--- src/rtl/cu_defs.sv ---
// Shared opcode, ALU-code, instruction-class and state encodings for the hardwired control unit.
package cu_defs;

  localparam int unsigned OP_W  = 5;
  localparam int unsigned ALU_W = 4;

  typedef enum logic [OP_W-1:0] {
    OP_ADD  = 5'b00011,
    OP_SUB  = 5'b00100,
    OP_AND  = 5'b00101,
    OP_OR   = 5'b00110,
    OP_SHR  = 5'b00111,
    OP_SHL  = 5'b01000,
    OP_ROR  = 5'b01001,
    OP_ROL  = 5'b01010,
    OP_ADDI = 5'b01100,
    OP_ANDI = 5'b01101,
    OP_ORI  = 5'b01110,
    OP_MUL  = 5'b01111,
    OP_DIV  = 5'b10000,
    OP_NEG  = 5'b10001,
    OP_NOT  = 5'b10010,
    OP_NOP  = 5'b11010,
    OP_HALT = 5'b11011
  } opcode_e;

  typedef enum logic [ALU_W-1:0] {
    ALU_ADD = 4'h0,
    ALU_SUB = 4'h1,
    ALU_AND = 4'h2,
    ALU_OR  = 4'h3,
    ALU_SHR = 4'h4,
    ALU_SHL = 4'h5,
    ALU_ROR = 4'h6,
    ALU_ROL = 4'h7,
    ALU_MUL = 4'h8,
    ALU_DIV = 4'h9,
    ALU_NEG = 4'hA,
    ALU_NOT = 4'hB
  } alu_e;

  typedef enum logic [2:0] {
    CL_REG,
    CL_IMM,
    CL_UNARY,
    CL_MULDIV,
    CL_NOP,
    CL_HALT
  } iclass_e;

  typedef enum logic [3:0] {
    S_IDLE,
    S_T0,
    S_T1,
    S_T1W,
    S_T2,
    S_T3,
    S_T4,
    S_T5,
    S_T6,
    S_HALT
  } state_e;

  // Single-bit datapath strobes plus the ALU select, registered as one word
  typedef struct packed {
    logic pc_out;
    logic zlow_out;
    logic zhigh_out;
    logic hi_out;
    logic lo_out;
    logic mdr_out;
    logic c_out;
    logic mar_in;
    logic pc_in;
    logic mdr_in;
    logic ir_in;
    logic y_in;
    logic hi_in;
    logic lo_in;
    logic inc_pc;
    logic read;
    logic zin_low;
    logic zin_high;
    alu_e operation;
  } strobe_t;

endpackage

--- src/rtl/cu_decode.sv ---
// Opcode decoder: maps the 5-bit op field to an instruction class and ALU function.
module cu_decode
  import cu_defs::*;
(
  input  logic [OP_W-1:0] op,
  output iclass_e         op_class,
  output alu_e            alu_op,
  output logic            valid
);

  always_comb begin
    op_class = CL_NOP;
    alu_op   = ALU_ADD;
    valid    = 1'b1;
    case (op)
      OP_ADD:  begin op_class = CL_REG;    alu_op = ALU_ADD; end
      OP_SUB:  begin op_class = CL_REG;    alu_op = ALU_SUB; end
      OP_AND:  begin op_class = CL_REG;    alu_op = ALU_AND; end
      OP_OR:   begin op_class = CL_REG;    alu_op = ALU_OR;  end
      OP_SHR:  begin op_class = CL_REG;    alu_op = ALU_SHR; end
      OP_SHL:  begin op_class = CL_REG;    alu_op = ALU_SHL; end
      OP_ROR:  begin op_class = CL_REG;    alu_op = ALU_ROR; end
      OP_ROL:  begin op_class = CL_REG;    alu_op = ALU_ROL; end
      OP_ADDI: begin op_class = CL_IMM;    alu_op = ALU_ADD; end
      OP_ANDI: begin op_class = CL_IMM;    alu_op = ALU_AND; end
      OP_ORI:  begin op_class = CL_IMM;    alu_op = ALU_OR;  end
      OP_MUL:  begin op_class = CL_MULDIV; alu_op = ALU_MUL; end
      OP_DIV:  begin op_class = CL_MULDIV; alu_op = ALU_DIV; end
      OP_NEG:  begin op_class = CL_UNARY;  alu_op = ALU_NEG; end
      OP_NOT:  begin op_class = CL_UNARY;  alu_op = ALU_NOT; end
      OP_NOP:  op_class = CL_NOP;
      OP_HALT: op_class = CL_HALT;
      default: valid = 1'b0;
    endcase
  end

endmodule

--- src/rtl/control_unit.sv ---
// Hardwired fetch/execute sequencer driving the DataPath strobes; outputs are registered
// from the next state so every strobe lines up exactly with the state that owns it.
module control_unit
  import cu_defs::*;
#(
  parameter int unsigned MEM_TIMEOUT = 15,
  parameter int unsigned NREGS       = 16
) (
  input  logic             Clock,
  input  logic             clear,
  input  logic             run_in,
  input  logic             mem_ready,
  input  logic [31:0]      ir,
  output logic             PCout,
  output logic             Zlowout,
  output logic             Zhighout,
  output logic             HIout,
  output logic             LOout,
  output logic             MDRout,
  output logic             Cout,
  output logic [NREGS-1:0] Rout,
  output logic             MARin,
  output logic             PCin,
  output logic             MDRin,
  output logic             IRin,
  output logic             Yin,
  output logic             HIin,
  output logic             LOin,
  output logic [NREGS-1:0] Rin,
  output logic             IncPC,
  output logic             Read,
  output logic             Zin_low,
  output logic             Zin_high,
  output logic [ALU_W-1:0] operation,
  output logic             run,
  output logic             illegal,
  output logic             mem_err
);

  localparam int unsigned CNT_W = $clog2(MEM_TIMEOUT + 1);

  state_e           state, nxt;
  logic [CNT_W-1:0] wait_cnt, wait_cnt_d;
  strobe_t          ctrl_q, ctrl_d;
  logic [NREGS-1:0] rin_q, rin_d, rout_q, rout_d;
  logic             run_q, run_d, illegal_q, illegal_d, mem_err_q, mem_err_d;
  iclass_e          op_class;
  alu_e             alu_op;
  logic             op_valid, is_alu, is_muldiv;
  logic [NREGS-1:0] ra_oh, rb_oh, rc_oh;
  logic             unused_ir;

  cu_decode u_decode (
    .op       (ir[31:27]),
    .op_class (op_class),
    .alu_op   (alu_op),
    .valid    (op_valid)
  );

  assign ra_oh     = NREGS'(1) << ir[26:23];
  assign rb_oh     = NREGS'(1) << ir[22:19];
  assign rc_oh     = NREGS'(1) << ir[18:15];
  assign is_muldiv = op_valid && (op_class == CL_MULDIV);
  assign is_alu    = op_valid && (op_class != CL_NOP) && (op_class != CL_HALT);
  assign unused_ir = ^ir[14:0];

  // Next state, then the strobes that belong to that next state
  always_comb begin
    nxt        = state;
    wait_cnt_d = wait_cnt;
    illegal_d  = illegal_q;
    mem_err_d  = mem_err_q;
    case (state)
      S_IDLE: if (run_in) nxt = S_T0;
      S_T0:   nxt = S_T1;
      S_T1: begin
        if (mem_ready) begin
          nxt = S_T2;
        end else begin
          nxt        = S_T1W;
          wait_cnt_d = CNT_W'(1);
        end
      end
      S_T1W: begin
        if (mem_ready) begin
          nxt        = S_T2;
          wait_cnt_d = '0;
        end else if (wait_cnt == CNT_W'(MEM_TIMEOUT)) begin
          nxt        = S_HALT;
          wait_cnt_d = '0;
          mem_err_d  = 1'b1;
        end else begin
          wait_cnt_d = wait_cnt + CNT_W'(1);
        end
      end
      S_T2: nxt = S_T3;
      S_T3: begin
        if (!op_valid) begin
          nxt       = S_HALT;
          illegal_d = 1'b1;
        end else if (op_class == CL_HALT) begin
          nxt = S_HALT;
        end else if (op_class == CL_NOP) begin
          nxt = run_in ? S_T0 : S_IDLE;
        end else begin
          nxt = S_T4;
        end
      end
      S_T4:    nxt = S_T5;
      S_T5:    nxt = is_muldiv ? S_T6 : (run_in ? S_T0 : S_IDLE);
      S_T6:    nxt = run_in ? S_T0 : S_IDLE;
      S_HALT:  nxt = S_HALT;
      default: nxt = S_IDLE;
    endcase

    ctrl_d = '0;
    rin_d  = '0;
    rout_d = '0;
    run_d  = (nxt != S_IDLE) && (nxt != S_HALT);
    case (nxt)
      S_T0: begin
        ctrl_d.pc_out  = 1'b1;
        ctrl_d.mar_in  = 1'b1;
        ctrl_d.inc_pc  = 1'b1;
        ctrl_d.zin_low = 1'b1;
      end
      S_T1: begin
        ctrl_d.zlow_out = 1'b1;
        ctrl_d.pc_in    = 1'b1;
        ctrl_d.read     = 1'b1;
        ctrl_d.mdr_in   = 1'b1;
      end
      S_T1W: begin
        ctrl_d.read   = 1'b1;
        ctrl_d.mdr_in = 1'b1;
      end
      S_T2: begin
        ctrl_d.mdr_out = 1'b1;
        ctrl_d.ir_in   = 1'b1;
      end
      S_T3: begin
        if (is_alu) begin
          rout_d      = rb_oh;
          ctrl_d.y_in = 1'b1;
        end
      end
      S_T4: begin
        ctrl_d.operation = alu_op;
        ctrl_d.zin_low   = 1'b1;
        case (op_class)
          CL_REG:   rout_d = rc_oh;
          CL_IMM:   ctrl_d.c_out = 1'b1;
          CL_UNARY: rout_d = rb_oh;
          CL_MULDIV: begin
            rout_d          = ra_oh;
            ctrl_d.zin_high = 1'b1;
          end
          default: ;
        endcase
      end
      S_T5: begin
        ctrl_d.zlow_out = 1'b1;
        if (is_muldiv) ctrl_d.lo_in = 1'b1;
        else           rin_d = ra_oh;
      end
      S_T6: begin
        ctrl_d.zhigh_out = 1'b1;
        ctrl_d.hi_in     = 1'b1;
      end
      default: ;
    endcase
  end

  always_ff @(posedge Clock or negedge clear) begin
    if (!clear) begin
      state     <= S_IDLE;
      wait_cnt  <= '0;
      ctrl_q    <= '0;
      rin_q     <= '0;
      rout_q    <= '0;
      run_q     <= 1'b0;
      illegal_q <= 1'b0;
      mem_err_q <= 1'b0;
    end else begin
      state     <= nxt;
      wait_cnt  <= wait_cnt_d;
      ctrl_q    <= ctrl_d;
      rin_q     <= rin_d;
      rout_q    <= rout_d;
      run_q     <= run_d;
      illegal_q <= illegal_d;
      mem_err_q <= mem_err_d;
    end
  end

  assign PCout     = ctrl_q.pc_out;
  assign Zlowout   = ctrl_q.zlow_out;
  assign Zhighout  = ctrl_q.zhigh_out;
  assign HIout     = ctrl_q.hi_out;
  assign LOout     = ctrl_q.lo_out;
  assign MDRout    = ctrl_q.mdr_out;
  assign Cout      = ctrl_q.c_out;
  assign MARin     = ctrl_q.mar_in;
  assign PCin      = ctrl_q.pc_in;
  assign MDRin     = ctrl_q.mdr_in;
  assign IRin      = ctrl_q.ir_in;
  assign Yin       = ctrl_q.y_in;
  assign HIin      = ctrl_q.hi_in;
  assign LOin      = ctrl_q.lo_in;
  assign IncPC     = ctrl_q.inc_pc;
  assign Read      = ctrl_q.read;
  assign Zin_low   = ctrl_q.zin_low;
  assign Zin_high  = ctrl_q.zin_high;
  assign operation = ctrl_q.operation;
  assign Rout      = rout_q;
  assign Rin       = rin_q;
  assign run       = run_q;
  assign illegal   = illegal_q;
  assign mem_err   = mem_err_q;

endmodule

--- config.mk ---
export PLATFORM = sky130hd
export DESIGN_NAME = control_unit
export DESIGN_NICKNAME = d
export VERILOG_FILES = /design/src/rtl/cu_defs.sv /design/src/rtl/cu_decode.sv /design/src/rtl/control_unit.sv
export SDC_FILE = /design/constraint.sdc
export NUM_CORES = 1
export LEC_CHECK = 0
export ABC_AREA = 1
export BUFFER_PORTS_ARGS = -buffer_cell sky130_fd_sc_hd__buf_4
export CORE_ASPECT_RATIO = 0.5
export CORE_UTILIZATION = 56
export DETAILED_ROUTE_END_ITERATION = 8
export GPL_TIMING_DRIVEN = 0
export HOLD_SLACK_MARGIN = 0.05
export PLACE_DENSITY_LB_ADDON = 0.3
export SLEW_MARGIN = 20
export SYNTH_ARGS = -nofsm -noshare
export SYNTH_HDL_FRONTEND = slang
export SYNTH_SLANG_ARGS = --single-unit
--- constraint.sdc ---
create_clock -name Clock -period 3.4 [get_ports Clock]
set_input_delay 0.51 -clock Clock [delete_from_list [all_inputs] [get_ports Clock]]
set_output_delay 0.51 -clock Clock [all_outputs]
set_load 0.005 [all_outputs]
**Word-level counts from Yosys, hierarchy flattened**

Cells that the tools add are included.
Widths: inputs -> output; s select.

- Bits of input ports: 36
- Register bits after elaboration: 58
- Output and inout port bits: 57

- Multiplexer cells: 37
- Equal/unequal tests: 44
- Shift operators: 3
- Bitwise operators: 2
- Reduce and logical (&&, ||, !) cells: 21
- Add/subtract/negate cells: 1

Operator list:

| kind | count |
|---|---|
| $mux 16 | 3 |
| $pmux 16 s3 | 1 |
| $shl 1x4->16 const A | 3 |
| $pmux 4 s11 | 1 |
| $pmux 4 s10 | 1 |
| $mux 4 | 9 |
| $eq 5x4->1 const B | 7 |
| $eq 4x3->1 const B | 8 |
| $pmux 16 s2 | 1 |
| $eq 5x5->1 const B | 5 |
| $eq 5x3->1 const B | 4 |
| $reduce_or 17->1 | 1 |
| $eq 4x2->1 const B | 4 |
| $eq 4x4->1 const B | 4 |
| $mux 1 | 16 |
| $pmux 3 s5 | 1 |
| $reduce_or 2->1 | 7 |
| $eq 4x1->1 const B | 2 |
| $pmux 4 s2 | 1 |
| $reduce_or 8->1 | 1 |
| $eq 3x2->1 const B | 2 |
| $eq 3x3->1 const B | 2 |
| $mux 3 | 2 |
| $ne 3x3->1 const B | 2 |
| 15 further kinds | 20 |

**Depth between registers and ports, before layout**

Gate-level depths: netlist of run 1.

- Depth in word-level cells: 11
- Gate-level depth with buffers: 14

**Cells and area by module**

Synthesis of run 1 repeated with hierarchy kept, for this count alone.

- Cell total of the unflattened synthesis: 415
- Area total of the unflattened synthesis: 3151.8 um2

By module, submodules not included:

| module | sequential area each (um2) | area an instance (um2) | cells an instance | times used |
|---|---|---|---|---|
| control_unit | 1451.4 | 2934.1 | 370 | 1 |
| cu_decode | 0.0 | 217.7 | 45 | 1 |

**Worst setup path before layout of run 1**

No wires, ideal clock.

- Kind: in2reg
- Start point: in ir[31]
- End point: reg run_q (netlist: run)
- Data arrival time: 1611 ps
- Path slack: 1672 ps
- Stages on the path: 13
- Buffers on the path: 1
- Cells stage by stage: buf_4 > inv_2 > nor2_1 > nand2_2 > nand2_1 > nor2_2 > nand3_2 > nand3_4 > nand2_2 > inv_2 > nand3_1 > nor2_1 > nor2_1

- Longest elaborated chain between the ends: 10

Ends and longest elaborated chain:

| element | RTL line | text |
|---|---|---|
| start, declared | control_unit.sv:13 | `input logic [31:0] ir,` |
| $eq 5x2->1, or another cell as far along | cu_decode.sv:15 | `case (op)` |
| $reduce_or 8->1 (no line), or another cell as far along | - |  |
| $pmux 3 s5 | cu_decode.sv:15 |  |
| $eq 3x3->1 | control_unit.sv:103 | `end else if (op_class == CL_NOP) begin` |
| $mux 3 | control_unit.sv:103 |  |
| $mux 4 | control_unit.sv:101 | `end else if (op_class == CL_HALT) begin` |
| $mux 4 * | control_unit.sv:98 | `if (!op_valid) begin` |
| $pmux 4 s10 * | control_unit.sv:73 | `case (state)` |
| net nxt[1] | control_unit.sv:42 | `state_e state, nxt;` |
| $ne 4x4->1 / $reduce_bool 4->1 (equally long branches) | control_unit.sv:119 | `run_d = (nxt != S_IDLE) && (nxt != S_HALT);` |
| $logic_and 1x1->1 * | control_unit.sv:119 |  |
| net run_d | control_unit.sv:46 | `logic run_q, run_d, illegal_q, illegal_d, mem_err_q, mem_err_d;` |
| end signal, assigned | control_unit.sv:190 | `run_q <= run_d;` |
| end, declared | control_unit.sv:46 |  |

The timed path passes the listed nets; every way through them passes the cells marked *.
A chain may end at the register's enable or synchronous reset.

**Final worst setup path of run 1**

- Start point: reg state[2]
- End point: reg run_q (netlist: run)

RTL lines:

| element | RTL line | text |
|---|---|---|
| start, declared | control_unit.sv:42 |  |
| start signal, assigned | control_unit.sv:185 | `state <= nxt;` |
| $eq 4x4->1, or another cell as far along | control_unit.sv:73 |  |
| $pmux 4 s10 * | control_unit.sv:73 |  |
| net nxt[3] | control_unit.sv:42 |  |
| $ne 4x4->1 / $reduce_bool 4->1 (equally long branches) | control_unit.sv:119 |  |
| $logic_and 1x1->1 * | control_unit.sv:119 |  |
| net run_d | control_unit.sv:46 |  |

Marked as above.

==> results.cfg, run 1 <==
[critical_path]
required_ns = 3.68
crit_chain = nor2_1 > inv_1 > nor2_1 > nand2_1 > nor2_1 > nor3_1 > nand2_1 > inv_2 > nand3_2 > nor2_1 > nor2_1
cp_max_fo = 4
critPathMostFrequentCell = nor2_1
ff2ff_path_depth = 11
critPathBufInv = 2
rrSetupSlack_ns = 1.66
cp-start-kind = register
r2r_end = run
max_stage_delay_ns = 0.40
path_depth = 11
crit_arrival_ns = 2.02
rr_startpoint = state[2]
crit_path_top_delay_cell = dfrtp_1
critical-path-top-delay-family = simple AND/OR/NAND/NOR gates
path_class = register to register
crit_path_end_kind = register

[global_route]
use_met3 = 0.08214
grtUsageTotal = 0.2933
grt_pass1_wl_um = 12610
grt_overflow_total = 0
use_met2 = 0.4871
grt_pass1_vias = 2719
grt-busiest-layer = met2
grt_util_met1 = 0.3860
antenna_found_initial = 0
grt_max_degree = 59

[routing]
first_iter_violations = 212
antenna_violating_nets_post_route = 0
wl_per_cell_um = 14.36
wirelength_um = 7796
drc_errors = 0
via_per_inst = 5.632
dr.pass1.iters = 7
dr_total_vias = 3058

[placed_design]
io_buffer_count = 68
place.gp.congestion = 0.9256
hpwl_um = 5742

[clocking]
postCtsHoldBufs = 0
clk_latency_ns = 0.34
h-tree-depth = 3
cts_setup_buffers = 0
clockBufferDepth = 2
cts_tree = done
post_cts_resized = 0
numCtsBuffers = 9
clkTransAtPathRegs_ns = 0.06
clock-sinks = 58
cts_root_buffer = clkbuf_8

[cells_and_area]
drive_gt1_frac = 0.2579
syn_to_final_growth_pct = 25.40
num_antenna_cells = 0
n_fill_cell = 399
postLayoutCoreUtil = 0.7599
fin_nets = 506

[floorplan]
io_pins = 93
die_h_um = 54.60
core_area_um2 = 5112
initial_core_util = 0.6060
die_w_um = 107.2
std_cell_rows = 18
die_area_um2 = 5852

[timing]
setup_viol = 0
slew_headroom = 0.5363
rsz0062_at_grt = false
fmax_mhz = 574.4
hold_violations = 0
period_needed_ns = 1.741
skew_ns = 0.004586
min_period_over_period = 0.5120
final_max_slew_viol_count = 0
tightest_slew_ns = 0.6956
fin_setup_tns_ns = 0

[yosys]
netlist_instances = 389
ys_types = 38
synthArstFlopShare = 1.000
synth_commonest_cells = 67 x nor2_1, 58 x dfrtp_1, 53 x nand2_1
synth_edf_count = 0
syn_area_um2 = 3098
syn_avg_cell_area_um2 = 7.964
synth_top_area_cell = dfrtp_1
synth_seq_cells = 58
ys.flop_type = dfrtp_1
yosysTopAreaCellShare = 0.4685
ys_seq_area_frac = 0.4685
synth_area_leaders = dfrtp_1 47%, nor2_1 8.1%, nand2_1 6.4%
yosysWarnings = 0
synth.most_common_cell = nor2_1

[pwr]
p_leak_nw = 1.991
p_per_area_nw_per_um2 = 541.6
peakVddDrop_mv = 0.3854
p_total_mw = 2.104

[outcome]
status = completed

[flow_run]
cap_violations = 0

[min_path]
hp-class = input port to async pin
sequential cells by signal, summed over array words and instances (netlist names), 4 cells and up:
| register | flops |
|---|---|
| wait_cnt | 4 |
| operation | 4 |
| Rout | 16 |
| Rin | 16 |
| state | 4 |
metal layers:
| layer | vias up | part of all wire | wire length [um] |
|---|---|---|---|
| li1 | 1470 | - | - |
| met1 | 1401 | 0.44 | 3414 |
| met2 | 166 | 0.45 | 3513 |
| met3 | 21 | 0.094 | 734 |
| met4 | 0 | 0.017 | 133 |
| met5 | - | 0 | 0 |
worst max path at each step:
stage / from / to / slack [ns]
final: state[2] / run / 1.66
after global routing: state[2] / run / 1.49
after CTS: state[1] / run / 1.69
after detailed placement: ir[29] / Rout[4] / 1.39
after global placement: ir[29] / Rout[14] / 1.39
after floorplan: ir[31] / run / 1.67
cell usage in the layout, fill, tap and decap left out, types with 2 or more instances in the layout:
master,count
dfrtp_1,58
a31oi_1,10
inv_2,8
nor3_1,9
clkinv_2,2
o22ai_1,18
conb_1,2
clkbuf_1,9
nand3_1,27
nand3_2,3
a21oi_1,5
inv_1,37
buf_6,2
nor2_1,67
buf_4,77
nand4_1,21
nor4_1,7
nand2_2,6
o21ai_1,5
clkinv_1,2
nand2_1,53
clkbuf_8,10
o21ai_0,12
or2_2,2
nor2_2,3
buf_2,3
layout make-up:
class | count | area, um2 | area share
sequential | 58 | 1451 | 0.3736
multi-input combinational | 264 | 1343 | 0.3456
timing repair buffer | 68 | 510.5 | 0.1314
inverter | 47 | 176.4 | 0.04541
clock buffer | 12 | 145.1 | 0.03736
buffer | 21 | 131.4 | 0.03382
tap | 70 | 87.58 | 0.02254
clock inverter | 3 | 40.04 | 0.01031
worst register-to-register path, stage by stage, from the launching register on:
cell	delay [ns]
dfrtp_1	0.40
nor2_1	0.14
inv_1	0.10
nor2_1	0.26
nand2_1	0.18
nor2_1	0.16
nor3_1	0.07
nand2_1	0.09
inv_2	0.05
nand3_2	0.09
nor2_1	0.06
nor2_1	0.09
report_power, final:
part	internal (mW)	switching (mW)	total (mW)
registers	0.780	0.0553	0.835
logic	0.264	0.395	0.659
clock network	0.352	0.258	0.610
total	1.40	0.708	2.10
stage by stage:
stage	hold WS (ns)	area (um2)	std cells	setup slack [ns]
3_3_place_gp	0.4633	3700	528	1.388
3_5_place_dp	0.4604	3700	528	1.385
2_1_floorplan	0.2144	3102	390	1.672
6_report	0.2194	3885	543	1.659
4_1_cts	0.2367	3885	543	1.686
5_1_grt	0.2814	3885	543	1.494
logic make-up after synthesis:
logic type               after synthesis  share of synthesized area
adder cells (fa/ha/maj)                1                   0.004038
AO/OA/AOI/OAI                         59                     0.1204
AND/OR/NAND/NOR                      201                     0.3037
XOR/XNOR                               1                   0.002828
other                                  1                   0.001210
flip-flops                            58                     0.4685
buffers and inverters                 68                    0.09935
Power figures use the tool's default switching activity.
==> run 2, diff against run 1 <==
ABC_AREA = 0   (was 1)
CORE_UTILIZATION = 51   (was 56)
clock period = 1.7 ns   (was 3.4 ns; I/O delays follow)
==> results.cfg, run 2 <==
[pwr]
p_per_area_nw_per_um2 = 1298
p_leak_nw = 2.020
peakVddDrop_mv = 1.306

[routing]
via_per_inst = 6.016
dr.pass1.iters = 5
wl_per_cell_um = 18.33
drc_errors = 0
antenna_violating_nets_post_route = 0
first_iter_violations = 138
wirelength_um = 9036
dr_total_vias = 2966

[cells_and_area]
layout_commonest_cell = buf_4
syn_to_final_growth_pct = 48.49
postLayoutCoreUtil = 0.7920
drive_gt1_frac = 0.4429
num_antenna_cells = 0
layout_common_cells = 107 x buf_4, 57 x dfrtp_1, 39 x nor2_1
final_area_um2 = 4368
fin_nets = 453
n_fill_cell = 338

[floorplan]
die_w_um = 109.4
initial_core_util = 0.5333
core_area_um2 = 5515
std_cell_rows = 19
io_pins = 93
die_h_um = 55.70
die_area_um2 = 6094

[placed_design]
hpwl_um = 5367
io_buffer_count = 72
placed_area_um2 = 3580
place.gp.congestion = 0.9074

[clocking]
cts_root_buffer = clkbuf_16
clkTransAtPathRegs_ns = 0.05
numCtsBuffers = 9
cts_tree = done
h-tree-depth = 3
clk_latency_ns = 0.33
clockBufferDepth = 2
clock-sinks = 58

[critical_path]
path_class = register to register
cp-start-kind = register
max_stage_delay_ns = 0.37
crit_path_top_delay_cell = dfrtp_1
required_ns = 1.91
crit_chain = buf_6 > buf_4 > nor2_1 > nand2_1 > o22ai_2 > a311oi_2 > buf_4 > o41ai_4
cp_max_fo = 5
crit_path_end_kind = register
critPathMostFrequentCell = buf_4
crit_arrival_ns = 2.15

[yosys]
ys_types = 61
synth.most_common_cell = dfrtp_1
ys.flop_type = dfrtp_1
ys_seq_area_frac = 0.4934
synth_top_area_cell = dfrtp_1
synth_seq_cells = 58
synthArstFlopShare = 1.000
synth_commonest_cells = 58 x dfrtp_1, 42 x nor2_1, 22 x o22ai_1
yosysWarnings = 0
synth_area_leaders = dfrtp_1 49%, nor2_1 5.4%, o22ai_1 4.7%
netlist_instances = 305
syn_avg_cell_area_um2 = 9.644
synth_edf_count = 0
yosysTopAreaCellShare = 0.4934
syn_area_um2 = 2942

[timing]
final_max_slew_viol_count = 0
slew_headroom = 0.5187
setup_viol = 5
rsz0062_at_grt = true
hold_violations = 0
tightest_slew_ns = 0.7220
skew_ns = 0.004536
fin_ws_ns = -0.2345
min_period_over_period = 1.138
period_needed_ns = 1.935
whs_ns = 0.2314
fmax_mhz = 516.9

[flow_run]
cap_violations = 0

[global_route]
grt_pass1_wl_um = 13030
grtUsageTotal = 0.2875
grt_overflow_total = 0
antenna_found_initial = 0
grt_pass1_vias = 2711
grt_max_degree = 59

[outcome]
violations = negative setup slack
status = finished with violations

[min_path]
hp-class = input port to register
run 2: cell types whose count changed after synthesis, sizes merged, moves of 6 or more:
cell,previous run,this run
nand2,59,21
inv,45,9
nor2,71,42
nand3,31,7
nand4,21,1
a21oi,5,14
nor2b,0,9
o21ai,19,10
nand2b,0,8
and3,0,6
run 2: through the flow:
step                      setup TNS [ns]  std cells  power, mW  setup slack, ns
after floorplan                        0        306      2.532          0.01023
after global placement            -6.142        451      2.958          -0.2896
after detailed placement          -7.788        451      3.015          -0.3359
after CTS                        -0.1161        478      5.021         -0.04288
after global routing             -0.8459        493      5.861          -0.2182
final                            -0.6658        493      5.669          -0.2345
run 2: path summary, 6_finish.rpt:
path	slack (ns)	end	from	cells after the start
min in group asynchronous	0.54	Rin[14]	clear	2
max	-0.23	Zin_low	state[2]	8
min reg2reg	0.48	mem_err	mem_err	1
min	0.23	Rin[2]	ir[24]	2
max in group asynchronous	0.63	state[0]	clear	2
max reg2reg	-0.23	Zin_low	state[2]	8
run 2: where the power goes:
group | internal [mW] | switching, mW
clock | 1.05 | 0.595
combinational | 1.14 | 1.19
sequential | 1.56 | 0.122
total | 3.76 | 1.91
run 2: cell families (layout without fill, tap and decap cells):
| kind of cell | after synthesis | after routing | share of synthesized area |
|---|---|---|---|
| DFF | 58 | 58 | 0.4934 |
| buffers and inverters | 31 | 145 | 0.05657 |
| other | 1 | 2 | 0.001275 |
| adders and majority gates | 1 | 1 | 0.004253 |
| muxes | 2 | 2 | 0.006806 |
| AOI/OAI and AO/OA | 81 | 81 | 0.2012 |
| xor gates and xnor gates | 3 | 3 | 0.008934 |
| and+or+nand+nor | 128 | 128 | 0.2276 |
run 2: routing by layer:
metal / share of wire / GRT usage / up-vias
met5: 0 / 0 / -
met4: 0.030 / 0.09714 / 0
met3: 0.084 / 0.09485 / 33
met2: 0.49 / 0.4618 / 158
met1: 0.39 / 0.3664 / 1461
li1: - / - / 1314
run 2: worst max-delay path: cells and delay by family, from the launching register on:
family / cells / cell delay (ns)
AOI/OAI and AO/OA: 3 / 0.73
buffers and inverters: 3 / 0.48
DFF: 1 / 0.37
and+or+nand+nor: 2 / 0.22
run 2: what timing repair did:
item	in CTS	in global routing
resized for setup	28	34
pin swaps	8	8
hold endpoints to repair	58	0
buffers inserted	12	16
hold buffers	1	0
endpoints found under the setup margin	27	29
run 2: area by class of cell:
type,count,area (um2),share of cell area
multi-input combinational,217,1594,0.3649
clock buffer,13,260.3,0.05958
buffer,20,145.1,0.03323
sequential,58,1453,0.3326
inverter,9,33.78,0.007734
clock inverter,2,12.51,0.002865
tap,73,91.34,0.02091
timing repair buffer,101,778.2,0.1782
==> run 3, diff against run 2 <==
ABC_CLOCK_PERIOD_IN_PS = 2300   (was unset)
CORE_UTILIZATION = 55   (was 51)
clock period = 2.3 ns   (was 1.7 ns; I/O delays follow)
==> results.cfg, run 3 (synthesis gave the netlist of run 2 again) <==
[floorplan]
std_cell_rows = 18
io_pins = 93
die_area_um2 = 5662
die_w_um = 105.4
core_area_um2 = 5045
initial_core_util = 0.5831
die_h_um = 53.71

[routing]
drc_errors = 0
dr.pass1.iters = 6
first_iter_violations = 151
via_per_inst = 5.834
wl_per_cell_um = 16.14
antenna_violating_nets_post_route = 0
dr_total_vias = 2707
wirelength_um = 7487

[clocking]
clock-sinks = 58
clk_latency_ns = 0.34
post_cts_resized = 0
h-tree-depth = 3
clockBufferDepth = 2
cts_setup_buffers = 0
clkTransAtPathRegs_ns = 0.07
cts_root_buffer = clkbuf_8
numCtsBuffers = 9
cts_tree = done
postCtsHoldBufs = 0

[critical_path]
cp-start-kind = register
required_ns = 2.54
ff2ff_path_depth = 6
r2r_end = Rout[15]
crit_arrival_ns = 2.29
crit_chain = clkbuf_1 > nand2b_1 > nor2_2 > o21ai_1 > clkbuf_1 > o22ai_1
crit_path_top_delay_cell = nor2_2
path_class = register to register
cp_max_fo = 10
crit_path_end_kind = register
rrSetupSlack_ns = 0.26
rr_startpoint = state[0]
critPathMostFrequentCell = clkbuf_1
max_stage_delay_ns = 0.33

[timing]
hold_violations = 0
rsz0062_at_grt = false
setup_viol = 0
skew_ns = 0.01029
tightest_slew_ns = 0.7511
fin_setup_tns_ns = 0
period_needed_ns = 2.045
slew_headroom = 0.4922
fmax_mhz = 489.0
whs_ns = 0.04373
min_period_over_period = 0.8891
fin_ws_ns = 0.2550
final_max_slew_viol_count = 0

[pwr]
p_per_area_nw_per_um2 = 858.4
peakVddDrop_mv = 0.7712
p_total_mw = 3.257
p_leak_nw = 1.780

[cells_and_area]
layout_common_cells = 81 x buf_4, 58 x dfrtp_1, 41 x nor2_1
final_area_um2 = 3795
num_antenna_cells = 0
drive_gt1_frac = 0.3147
fin_cells = 464
layout_commonest_cell = buf_4
n_fill_cell = 383
postLayoutCoreUtil = 0.7522
syn_to_final_growth_pct = 29.01
fin_nets = 426

[global_route]
use_met3 = 0.07990
grt-busiest-layer = met2
grt_overflow_total = 0
grtUsageTotal = 0.2828
grt_pass1_wl_um = 11650
grt_pass1_vias = 2285
grt_util_met1 = 0.3746
grt_max_degree = 59
antenna_found_initial = 0
use_met2 = 0.4507

[placed_design]
place.gp.congestion = 0.9669
hpwl_um = 5569
dp_slack_ns = 0.1501
place_inst = 448
io_buffer_count = 72
placed_area_um2 = 3573

[outcome]
status = completed

[flow_run]
cap_violations = 0

[min_path]
hp-class = input port to async pin
run 3: critical path, delay by kind of cell (launching register included):
kind                   cells  cell delay (ns)
and+or+nand+nor            2             0.56
DFF                        1             0.32
buffers and inverters      2             0.60
AOI/OAI and AO/OA          2             0.47
run 3: worst max-delay path by stage:
stage / start / to / slack, ns / cells past startpoint
6_report: state[0] / Rout[15] / 0.26 / 6
5_1_grt: state[3] / Zin_low / 0.06 / 7
4_1_cts: state[2] / Zin_low / 0.15 / 6
3_5_place_dp: ir[31] / Rout[15] / 0.15 / 7
3_3_place_gp: ir[29] / Rout[2] / 0.19 / 8
2_1_floorplan: ir[27] / run / 0.53 / 7
run 3: cell type report:
cell class	instances	area, um2	share of cell area
multi-input cells	217	1331	0.3508
clock inverters	7	93.84	0.02473
flip-flops and latches	58	1451	0.3825
clock buffers	9	123.9	0.03264
well taps	70	87.58	0.02308
plain buffers	22	132.6	0.03495
repair buffers	72	540.5	0.1424
inverters	9	33.78	0.008902
run 3: power by group:
| group | internal (mW) | switching (mW) | leakage (nW) |
|---|---|---|---|
| Clock | 0.607 | 0.416 | 0.105 |
| Sequential | 1.15 | 0.0640 | 0.788 |
| Combinational | 0.441 | 0.580 | 0.887 |
| Total | 2.20 | 1.06 | 1.78 |
run 3: metal layers:
| metal | wire, um | up-vias |
|---|---|---|
| li1 | - | 1263 |
| met1 | 3216 | 1288 |
| met2 | 3530 | 140 |
| met3 | 604 | 16 |
| met4 | 136 | 0 |
| met5 | 0 | - |
